File: config.mk
export PLATFORM = sky130hd
export DESIGN_NAME = rgb565_gray_arbiter
export DESIGN_NICKNAME = d
export VERILOG_FILES = /design/src/rtl/rgb565_gray_arbiter.sv
export SDC_FILE = /design/constraint.sdc
export NUM_CORES = 1
export LEC_CHECK = 0
export ABC_AREA = 1
export CORE_ASPECT_RATIO = 0.6
export CORE_MARGIN = 2
export CORE_UTILIZATION = 50
export DETAILED_ROUTE_END_ITERATION = 6
export PLACE_DENSITY_LB_ADDON = 0.15
export SLEW_MARGIN = 25
export SYNTH_ARGS = -nofsm -noshare
export SYNTH_HDL_FRONTEND = slang
export SYNTH_SLANG_ARGS = --single-unit
File: constraint.sdc
create_clock -name clock -period 6.57 [get_ports clock]
set_input_delay 0.9855 -clock clock [delete_from_list [all_inputs] [get_ports clock]]
set_output_delay 0.9855 -clock clock [all_outputs]
set_load 0.02 [all_outputs]
File: src/rtl/rgb565_gray_arbiter.sv
// rgb565_gray_arbiter
// One RGB565 (byte-swapped) to 8-bit grayscale datapath shared by the CPU
// custom-instruction port and the camera stream port. A round-robin arbiter
// hands out one datapath slot per cycle. CI results come back as a one-cycle
// ciDone pulse; stream results sit in a registered output stage that holds
// under backpressure. Per-requester conversion counters are read (and
// optionally cleared) through a second custom instruction.

module rgb565_gray_arbiter #(
  parameter logic [7:0] customInstructionId = 8'd13,
  parameter logic [7:0] statusInstructionId = 8'd14
) (
  input  logic        clock,
  input  logic        reset,
  // CPU custom-instruction port
  input  logic        ciStart,
  input  logic [7:0]  ciN,
  input  logic [31:0] ciValueA,
  input  logic [31:0] ciValueB,
  output logic        ciDone,
  output logic [31:0] ciResult,
  // camera stream input
  input  logic        streamValid,
  input  logic [63:0] streamPixels,
  output logic        streamReady,
  // gray stream output
  output logic        grayValid,
  output logic [31:0] grayData,
  input  logic        grayReady
);

  // Converts one byte-swapped RGB565 pixel to gray.
  // Layout: [15:13]=g[2:0], [12:8]=b, [7:3]=r, [2:0]=g[5:3].
  // With 8-bit expanded channels the weighted sum peaks at 64220, so a
  // 16-bit unsigned accumulator never overflows and the top byte is the gray.
  function automatic logic [7:0] gray_pix(input logic [15:0] pix);
    logic [4:0]  r;
    logic [4:0]  b;
    logic [5:0]  g;
    logic [15:0] acc;
    r   = pix[7:3];
    b   = pix[12:8];
    g   = {pix[2:0], pix[15:13]};
    acc = 16'd54  * {8'd0, r, 3'b000}
        + 16'd183 * {8'd0, g, 2'b00}
        + 16'd19  * {8'd0, b, 3'b000};
    return acc[15:8];
  endfunction

  // Four lanes in parallel; lane k takes pixels [16k+15:16k].
  function automatic logic [31:0] gray_quad(input logic [63:0] pix);
    return {gray_pix(pix[63:48]), gray_pix(pix[47:32]),
            gray_pix(pix[31:16]), gray_pix(pix[15:0])};
  endfunction

  // State registers
  logic        ci_pending_q,    ci_pending_d;
  logic [63:0] ci_pix_q,        ci_pix_d;
  logic        last_grant_ci_q, last_grant_ci_d;
  logic        ci_done_q,       ci_done_d;
  logic [31:0] ci_result_q,     ci_result_d;
  logic        gray_valid_q,    gray_valid_d;
  logic [31:0] gray_data_q,     gray_data_d;
  logic [15:0] ci_count_q,      ci_count_d;
  logic [15:0] stream_count_q,  stream_count_d;

  // Decoded requests and arbitration results
  logic        ci_cmd;
  logic        status_cmd;
  logic        count_clear;
  logic        out_free;
  logic        ci_req;
  logic        st_req;
  logic        grant_ci;
  logic        grant_st;
  logic [63:0] dp_in;
  logic [31:0] dp_out;

  // CI decode: a new conversion or status read is only taken while no
  // conversion is pending, so a status answer can never collide with a
  // conversion answer on ciResult.
  always_comb begin
    ci_cmd      = ciStart && (ciN == customInstructionId) && !ci_pending_q;
    status_cmd  = ciStart && (ciN == statusInstructionId) && !ci_pending_q;
    count_clear = status_cmd && ciValueA[0];
  end

  // Round-robin arbiter: a lone requester wins; on a tie the requester that
  // did not get the previous slot wins.
  always_comb begin
    out_free = !gray_valid_q || grayReady;
    ci_req   = ci_pending_q;
    st_req   = streamValid && out_free;
    grant_ci = ci_req && (!st_req || !last_grant_ci_q);
    grant_st = st_req && (!ci_req ||  last_grant_ci_q);
  end

  // Shared datapath: the granted requester's quad goes through the single
  // converter instance.
  always_comb begin
    dp_in  = grant_ci ? ci_pix_q : streamPixels;
    dp_out = gray_quad(dp_in);
  end

  // CI side next state: pending capture, grant bookkeeping and the
  // one-cycle result (zero whenever ciDone is low).
  always_comb begin
    ci_pending_d    = ci_pending_q;
    ci_pix_d        = ci_pix_q;
    last_grant_ci_d = last_grant_ci_q;
    ci_done_d       = 1'b0;
    ci_result_d     = 32'd0;
    if (ci_cmd) begin
      ci_pending_d = 1'b1;
      ci_pix_d     = {ciValueB, ciValueA};
    end
    if (grant_ci) begin
      ci_pending_d    = 1'b0;
      last_grant_ci_d = 1'b1;
      ci_done_d       = 1'b1;
      ci_result_d     = dp_out;
    end else if (grant_st) begin
      last_grant_ci_d = 1'b0;
    end
    if (status_cmd) begin
      ci_done_d   = 1'b1;
      ci_result_d = {stream_count_q, ci_count_q};
    end
  end

  // Stream output stage: load on a stream grant, otherwise drop valid once
  // the consumer takes the word; data is held stable while stalled.
  always_comb begin
    gray_valid_d = gray_valid_q;
    gray_data_d  = gray_data_q;
    if (grant_st) begin
      gray_valid_d = 1'b1;
      gray_data_d  = dp_out;
    end else if (grayReady) begin
      gray_valid_d = 1'b0;
    end
  end

  // Conversion counters: 16-bit wrapping; a clear wins over a coincident
  // increment.
  always_comb begin
    ci_count_d     = ci_count_q     + {15'd0, grant_ci};
    stream_count_d = stream_count_q + {15'd0, grant_st};
    if (count_clear) begin
      ci_count_d     = 16'd0;
      stream_count_d = 16'd0;
    end
  end

  // All state registers; reset discards any pending CI and held stream word.
  always_ff @(posedge clock or posedge reset) begin
    if (reset) begin
      ci_pending_q    <= 1'b0;
      ci_pix_q        <= 64'd0;
      last_grant_ci_q <= 1'b0;
      ci_done_q       <= 1'b0;
      ci_result_q     <= 32'd0;
      gray_valid_q    <= 1'b0;
      gray_data_q     <= 32'd0;
      ci_count_q      <= 16'd0;
      stream_count_q  <= 16'd0;
    end else begin
      ci_pending_q    <= ci_pending_d;
      ci_pix_q        <= ci_pix_d;
      last_grant_ci_q <= last_grant_ci_d;
      ci_done_q       <= ci_done_d;
      ci_result_q     <= ci_result_d;
      gray_valid_q    <= gray_valid_d;
      gray_data_q     <= gray_data_d;
      ci_count_q      <= ci_count_d;
      stream_count_q  <= stream_count_d;
    end
  end

  // Output mapping
  always_comb begin
    ciDone      = ci_done_q;
    ciResult    = ci_result_q;
    streamReady = grant_st;
    grayValid   = gray_valid_q;
    grayData    = gray_data_q;
  end

endmodule
Word level (Yosys, flattened, before mapping)
Index checks and enable logic that the tools add are counted.

word-level totals
  flip-flop bits (word level) = 164
  output and inout bits = 67
  logic and storage cells = 64

cells by class
  reduce and logical (&&, ||, !) cells = 18
  muxes and demuxes = 13
  multiply operators = 12
  $add $sub $neg = 10
  eq/ne operators = 2

operator list
  cell                    number
  $mul A5 B5 Y10 const A  8
  $add A14 B16 Y16        4
  $add A16 B13 Y16        4
  $mux W32                2
  $mux W64                1
  $mul A8 B6 Y14 const A  4
  $add A16 B1 Y16         2
  $mux W16                2
  $eq A8 B4 Y1 const B    2
  $logic_and A1 B1 Y1     8
  $mux W1                 8
  $reduce_bool A2 Y1      3
  $logic_not A1 Y1        4
  $logic_or A1 B1 Y1      3

Logic depth before layout (Yosys ltp)
Gate-level depths: netlist (run 1).

  word-level depth = 12
  depth in mapped cells = 35
  gate-level depth less buffers = 34

Worst setup path after synthesis (run 1)
OpenSTA, ideal clock, no wires.

  path type = input to register
  start = input port grayReady
  end = register ci_result_q[5] (netlist: ciResult[5])
  setup slack = 114 ps
  stages on the path = 31
  data arrival time = 6327 ps
  required time = 6441 ps
  library setup time = 129 ps
  cells stage by stage = inv_1 -> nand2_2 -> nand3_2 -> nand2_2 -> buf_4 -> o21ai_0 -> inv_1 -> ha_1 -> inv_1 -> ha_1 -> or2_2 -> fa_1 -> inv_1 -> fa_1 -> inv_1 -> ha_1 -> nand2_1 -> o21ai_0 -> a21oi_1 -> nor2_1 -> o22ai_1 -> xor2_1 -> fa_1 -> inv_1 -> ha_1 -> a21oi_1 -> o21ai_0 -> a21oi_1 -> nand3_1 -> nand3_1 -> o21ai_0

between the ends
  word-level cells in the longest chain between the ends = 11
  elaborated cells between the ends (all ways) = 13

RTL lines
  element                                                  line    source
  from (decl)                                              29      input logic grayReady
  $logic_or A1 B1 Y1 *                                     91      out_free = !gray_valid_q || grayReady;
  $logic_and A1 B1 Y1 *                                    93      st_req = streamValid && out_free;
  $logic_not A1 Y1 *                                       94      grant_ci = ci_req && (!st_req || !last_grant_ci_q);
  $logic_or A1 B1 Y1 *                                     94
  $logic_and A1 B1 Y1 *                                    94
  $mux W64                                                 101     dp_in = grant_ci ? ci_pix_q : streamPixels;
  $mul A8 B6 Y14 / $mul A5 B5 Y10 (equally long branches)  45, 44
  $add A14 B16 Y16                                         45      + 16'd183 * {8'd0, g, 2'b00}
  $add A16 B13 Y16                                         46      + 16'd19 * {8'd0, b, 3'b000};
  $mux W32 *                                               117     if (grant_ci) begin
  $mux W32 *                                               125     if (status_cmd) begin
  net ci_result_d[5]                                       61      logic [31:0] ci_result_q, ci_result_d;
  to (signal assigned)                                     172     ci_result_q <= ci_result_d;
  to (decl)                                                61

Mark *: on every way through the listed nets, which the timed path passes. The rest lies on a longest branch.
A chain may end at the register's enable or synchronous reset.

Worst setup path in the final report (run 1)
  start = input port grayReady
  end = register ci_result_q[6] (netlist: ciResult[6])

The elaborated chain is that of the path after synthesis.

==> reports/qor.txt, run 1 <==
status: finished, final reports clean
WHS: 0.480 ns
fillers: 2922
worst-path fanout max: 10
I/O pin cnt: 208
drt pass-1 iters: 5
WHS Path Cells: 2
total power: 12400 uW
Final GP Congestion: 0.928
layout cell share with drive strength beyond 1: 19.1%
cts bufs inserted: 17
hold path endpoint: grayData[19]
most frequent cells after synthesis: 429 x nand2_1, 390 x inv_1, 299 x ha_1, 164 x dfrtp_1, 106 x a21oi_1
initial antenna violation count: 0
number of flops mapped to enable cells by yosys: 0
hold path start: grayData[19]
Leak: 0.0125 uW
Worst-Skew Late Latency: 0.45 ns
Tcrit/Tclk final: 97.8%
Critical Setup Path Class: in -> reg
gr usage total: 26.8%
CTS tree: done
CP endpoint kind: register
# rows: 53
GRT overflow: 0
final setup vio count: 0
HPWL Detailed: 40300 um
Synth top area share: 23.3%
antenna fix cells: 0
CP max stage delay: 0.54 ns
final hold vios: 0
Final #Nets: 3093
WP data required: 6.91 ns
cell type with the highest aggregate area in the netlist: dfrtp_1
Area Overhead vs Synth: 31.1%
synthesized flop and latch total: 164
synth warn: 0
die span in x: 246 um
Worst-Margin Slew: 0.931 ns
Worst Reg-to-Reg Cells: 32
average cell area after synthesis: 8.25 um^2
mapped cell area: 0.0176 mm^2
flop-to-flop setup slack: 0.76 ns
Min Clock Period, post-route: 6.43 ns
WL per Instance: 16.4 um
worst clock skew: 0.00886 ns
Crit path arrival time: 6.76 ns
full die area: 0.0368 mm^2
Worst path slowest cell: fa_1
vias: 15.6k
Worst-path clk slew: 0.07 ns
pwr/cell area: 538 mW/mm^2
Primary FF master, synth: dfrtp_1
clock root buffer: clkbuf_16
Worst Hold Class: reg -> reg
RSZ-0062 raised after global routing: true
Synth Net Count: 2672
H-tree levels: 4
largest net degree at the start of global routing: 79
Critical Path Source Type: input port
final WL: 49800 um
First DRT Iteration DRCs: 830
R2R Path Start: grayValid
Final Max Slew Viols: 0
Initial Util: 50.5%
CTS Sinks: 164
Area contributors post-synth: dfrtp_1 23%, ha_1 21%, fa_1 11%
Max Cap Viol: 0
Max-Slew Margin vs Limit: 37.8%
Seq/Total Area, Yosys: 23.3%
ANT nets after route: 0
Cells after Synth: 2135
Core ar.: 0.0349 mm^2
reg2reg end: ciResult[6]
Max Fclk: 156 MHz
DRC: 0
first-pass GRT wire length: 77400 um
Die Ht: 149 um
Worst VDD drop: 0.449 mV
port bufs: 207
maximum clock insertion buffer count: 2
post-synthesis cell type count: 47
most numerous cell in the Yosys netlist: nand2_1
most used cell, CP: inv_1
post-DR vias/cell: 5.14
ys async rst share: 100%
vias in the first global route: 15.3k
==> cell families after synthesis <==
logic type | after synthesis | synth area share [%]
compound gates | 265 | 8.22
xor+xnor | 92 | 4.58
fa+ha+maj | 396 | 32.3
buf+inv | 429 | 9.51
flops | 164 | 23.3
mux | 63 | 4.03
simple gates | 726 | 18.1
==> layer usage <==
layer  vias up  global-route usage (%)  wire (um)
met1      7427                    38.5      23800
met4         0                    7.41       1220
li1       7736                       -          -
met3        54                    5.41       2970
met5         -                       0          0
met2       396                    41.2      21800
==> timing repair <==
item | in CTS | in global routing
gates resized for setup | 4 | 137
setup buffers | 0 | 6
hold buffers | 0 | 0
cloned | 0 | 1
pin swaps | 0 | 34
endpoints found under the setup margin | 10 | 54
==> cells in the final DEF (no fill, tap or decap), types with 5 or more instances in the layout <==
cell / n
ha_1: 279
mux2_2: 59
o21ai_0: 73
ha_4: 20
nor3_1: 12
inv_6: 5
o31ai_1: 5
or2_2: 26
a31o_2: 5
and2_1: 6
nor2_2: 12
nand2_2: 13
a21o_1: 16
xnor2_1: 36
clkdlybuf4s50_1: 207
inv_1: 381
nand4_1: 13
fa_1: 97
o21ai_1: 21
nand3_1: 102
nor2_1: 80
a21oi_1: 76
nor3_2: 11
a31oi_1: 8
nand2_1: 422
buf_4: 222
o21ai_2: 13
o21bai_1: 7
xor2_1: 50
clkbuf_16: 18
dfrtp_1: 164
inv_2: 12
a21oi_2: 27
==> how the worst max path moves through the flow <==
stage	from	to	slack, ns	cells past startpoint
finish	grayReady	ciResult[6]	0.14	34
global route	grayReady	ciResult[5]	-0.08	34
CTS	grayReady	ciResult[22]	0.03	33
detailed placement	grayReady	ciResult[21]	-0.54	32
global placement	grayReady	ciResult[5]	-0.43	33
floorplan	grayReady	ciResult[5]	0.11	31
==> critical path, delay by kind of cell <==
family	cells	cell delay, ns
AND/OR/NAND/NOR	13	1.49
XOR/XNOR	1	0.16
AO/OA/AOI/OAI	4	0.46
adder cells (fa/ha/maj)	7	2.54
buffers and inverters	9	1.10
==> flip-flops by register name (all words and copies together) (netlist names), 16 cells and up <==
name	cells
ci_pix_q	64
ciResult	32
grayData	32
ci_count_q	16
stream_count_q	16
==> cell type report <==
type	instances	area [um^2]	share of cell area (%)
Multi-Input combinational cell	1542	12500	54.0
Inverter	396	1500	6.48
Clock buffer	22	474	2.05
Timing Repair Buffer	435	3840	16.6
Tap cell	467	584	2.53
Sequential cell	164	4100	17.8
Clock inverter	10	121	0.526
==> where the power goes <==
group	internal, uW	leakage (uW)	switching, uW
logic	4810	0.0101	5280
clock network	594	0.000280	470
registers	1180	0.00215	104
total	6580	0.0125	5850
==> metrics by stage <==
| stage | cells | setup slack, ns | util (%) | cell area, um^2 | setup TNS, ns |
|---|---|---|---|---|---|
| 4_1_cts | 3028 | 0.0349 | 64.1 | 22400 | 0 |
| 6_report | 3036 | 0.143 | 66.2 | 23100 | 0 |
| 3_5_place_dp | 2996 | -0.537 | 62.4 | 21800 | -21.04 |
| 3_3_place_gp | 2996 | -0.428 | 62.4 | 21800 | -13.43 |
| 2_1_floorplan | 2135 | 0.114 | - | 17600 | 0 |
| 5_1_grt | 3036 | -0.0793 | 66.2 | 23100 | -0.818 |
(Power assumes the default switching activity.)
==> inputs of run 2 (changes only) <==
GPL_ROUTABILITY_DRIVEN = 1   (was default)
==> results of run 2 <==
Same layout as run 1: the final DEF is identical, and so are final timing and power.
==> inputs of run 3 (changes only) <==
CELL_PAD_IN_SITES_DETAIL_PLACEMENT = 1   (was default)
CELL_PAD_IN_SITES_GLOBAL_PLACEMENT = 1   (was default)
CORE_UTILIZATION = 44   (was 50)
GPL_TIMING_DRIVEN = 0   (was default)
==> run 3 against run 2 <==
Net effect:
- cell area decreased by 1.4%
- setup slack got worse by 0.0040 ns
- flip-flop and latch count stayed put
==> reports/qor.txt, run 3 (synthesis gave the netlist of run 1 again) <==
Worst-path clk slew: 0.07 ns (about the same)
WP data required: 6.90 ns (was 6.91 ns)
first-pass GRT wire length: 95500 um (was 77400 um)
initial antenna violation count: 7 (was 0)
Leak: 0.0120 uW (was 0.0125 uW)
P_sw: 6170 uW (was 5850 uW)
Worst-Margin Slew: 1.02 ns (was 0.931 ns)
Worst-Skew Late Latency: 0.47 ns (was 0.45 ns)
switching fraction of total power: 52.6% (was 47.1%)
drt pass-1 iters: 4 (was 5)
Max-Slew Margin vs Limit: 32.3% (was 37.8%)
Final #Nets: 2945 (was 3093)
gr usage total: 29.4% (was 26.8%)
Area Overhead vs Synth: 29.3% (was 31.1%)
final hold vios: 0 (unchanged)
area occupied by multi-input gates: 0.0130 mm^2 (was 0.0125 mm^2)
count of hold-fix buffers inserted at cts: 0 (unchanged)
Worst VDD drop: 0.347 mV (was 0.449 mV)
largest net degree at the start of global routing: 91 (was 79)
final setup vio count: 0 (unchanged)
# rows: 56 (was 53)
Final GP Congestion: 0.891 (was 0.928)
port bufs: 207 (unchanged)
commonest cells after routing, fill and taps aside: 403 x nand2_1, 365 x inv_1, 263 x ha_1 (was 422 x nand2_1, 381 x inv_1, 279 x ha_1)
Tcrit/Tclk final: 97.9% (was 97.8%)
Critical Setup Path Class: in -> reg (unchanged)
I/O pin cnt: 208 (unchanged)
Crit path arrival time: 6.76 ns (about the same)
Core ar.: 0.0392 mm^2 (was 0.0349 mm^2)
Final Max Slew Viols: 0 (unchanged)
CP endpoint kind: register (unchanged)
worst-path fanout max: 6 (was 10)
WHS: 0.480 ns (about the same)
CTS tree: done (unchanged)
maximum clock insertion buffer count: 2 (unchanged)
setup ws final: 0.139 ns (was 0.143 ns)
pwr/cell area: 516 mW/mm^2 (was 538 mW/mm^2)
GRT overflow: 0 (unchanged)
Max Fclk: 155 MHz (was 156 MHz)
fillers: 4579 (was 2922)
H-tree levels: 4 (unchanged)
cts bufs inserted: 17 (unchanged)
final WL: 63500 um (was 49800 um)
Die Ht: 159 um (was 149 um)
vias: 15.9k (was 15.6k)
vias in the first global route: 17.3k (was 15.3k)
Seq. cell area: 0.00410 mm^2 (unchanged)
Worst Hold Class: reg -> reg (unchanged)
WL per Instance: 21.6 um (was 16.4 um)
Critical Path Source Type: input port (unchanged)
worst clock skew: 0.0139 ns (was 0.00886 ns)
Seq pwr share: 11.1% (was 10.3%)
Max Cap Viol: 0 (unchanged)
Min Clock Period, post-route: 6.43 ns (about the same)
status: finished, final reports clean (unchanged)
hold path start: grayData[6] (was grayData[19])
ANT nets after route: 0 (unchanged)
layout cell share with drive strength beyond 1: 17.2% (was 19.1%)
Initial Util: 44.9% (was 50.5%)
die span in x: 262 um (was 246 um)
DP Worst Slack: -2.24 ns (was -0.537 ns)
Logic pwr share: 78.8% (was 81.1%)
max reg flops: 64 (unchanged)
commonest non-fill, non-tap cell in the layout: nand2_1 (unchanged)
Post-Route Utilization: 58.0% (was 66.2%)
cell internal pwr: 5570 uW (was 6580 uW)
HPWL Detailed: 48300 um (was 40300 um)
First DRT Iteration DRCs: 816 (was 830)
post-DR vias/cell: 5.39 (was 5.14)
RSZ-0062 raised after global routing: false (was true)
worst setup path startpoint: streamValid (was grayReady)
R2R Path Start: ci_pending_q (was grayValid)
DRC: 0 (unchanged)
clock root buffer: clkbuf_16 (unchanged)
CTS Sinks: 164 (unchanged)
Clock power frac: 10.1% (was 8.6%)
Reg with most FFs: ci_pix_q (unchanged)
full die area: 0.0417 mm^2 (was 0.0368 mm^2)
[run 3: changes by cell type in the layout (fill, tap and decap cells not counted), sizes merged]
cell / delta
dlygate4sd2: +1
clkinv: +1
clkbuf: +6
buf: -158
clkinvlp: -3
inv: +2
diode: +1
dlymetal6s2s: +1
bufinv: +3
clkdlybuf4s50: -2
[run 3: cell type report]
cell class,count,share of cell area (%)
Antenna cell,1,0.0110
Multi-Input combinational cell,1542,57.0
Buffer,33,1.53
Timing Repair Buffer,254,11.1
Tap cell,522,2.87
Sequential cell,164,18.0
Inverter,396,6.59
Clock buffer,18,1.93
Clock inverter,13,0.956
[run 3: path summary, 6_finish.rpt]
path	endpoint	slack, ns	cells past startpoint
setup / recovery	ciResult[21]	0.14	28
hold / removal	grayData[6]	0.48	2
setup reg to reg	ciResult[21]	0.43	27
hold reg to reg	grayData[6]	0.48	2
max in group asynchronous	ci_pix_q[46]	4.65	3
min in group asynchronous	ci_pix_q[29]	1.00	2
[run 3: layer usage]
metal  vias up  track usage [%]  wire length [um]
met3        98             6.23              3930
met5         -                0                11
met2       455             48.2             29900
li1       7416                -                 -
met1      7884             39.1             28200
met4         2             8.86              1530
[run 3: worst max-delay path, stage by stage]
cell and delay (ns):
dlygate4sd2_1 0.31, nand3_4 0.15, nand2_8 0.09, buf_12 0.18, clkbuf_16 0.17, nand2_1 0.15, nand2_2 0.15, ha_1 0.22
or2_2 0.31, fa_1 0.53, inv_1 0.06, fa_1 0.54, inv_1 0.07, ha_4 0.31, nand2_1 0.11, o21ai_2 0.21
a21oi_2 0.07, buf_4 0.15, xor2_2 0.19, fa_1 0.52, inv_1 0.07, ha_4 0.27, a21oi_4 0.20, o21ai_0 0.14
a21oi_1 0.25, nand3_1 0.15, nand3_1 0.10, o21ai_0 0.08
[run 3: power by group through the flow]
stage | clock network (uW) | registers [uW] | logic (uW)
finish | 1190 | 1300 | 9260
global route | 1240 | 1310 | 10100
CTS | 1200 | 1290 | 8040
detailed placement | 0 | 1310 | 7220
global placement | 0 | 1310 | 6920
floorplan | 0 | 1390 | 5070
[run 3: what timing repair did]
item	CTS	global route
gates resized for setup	187	140
pin swaps	32	73
endpoints found under the setup margin	64	54
gates cloned	1	1
buffers inserted	19	25
[run 3: through the flow]
stage	total power (uW)	area, um^2	cells	setup TNS, ns
floorplan	6460	17600	2135	0
global placement	8220	20300	2864	-339.11
detailed placement	8530	20400	2865	-113.03
CTS	10500	21900	2916	-0.0475
global route	12700	22800	2942	0
finish	11700	22800	2943	0
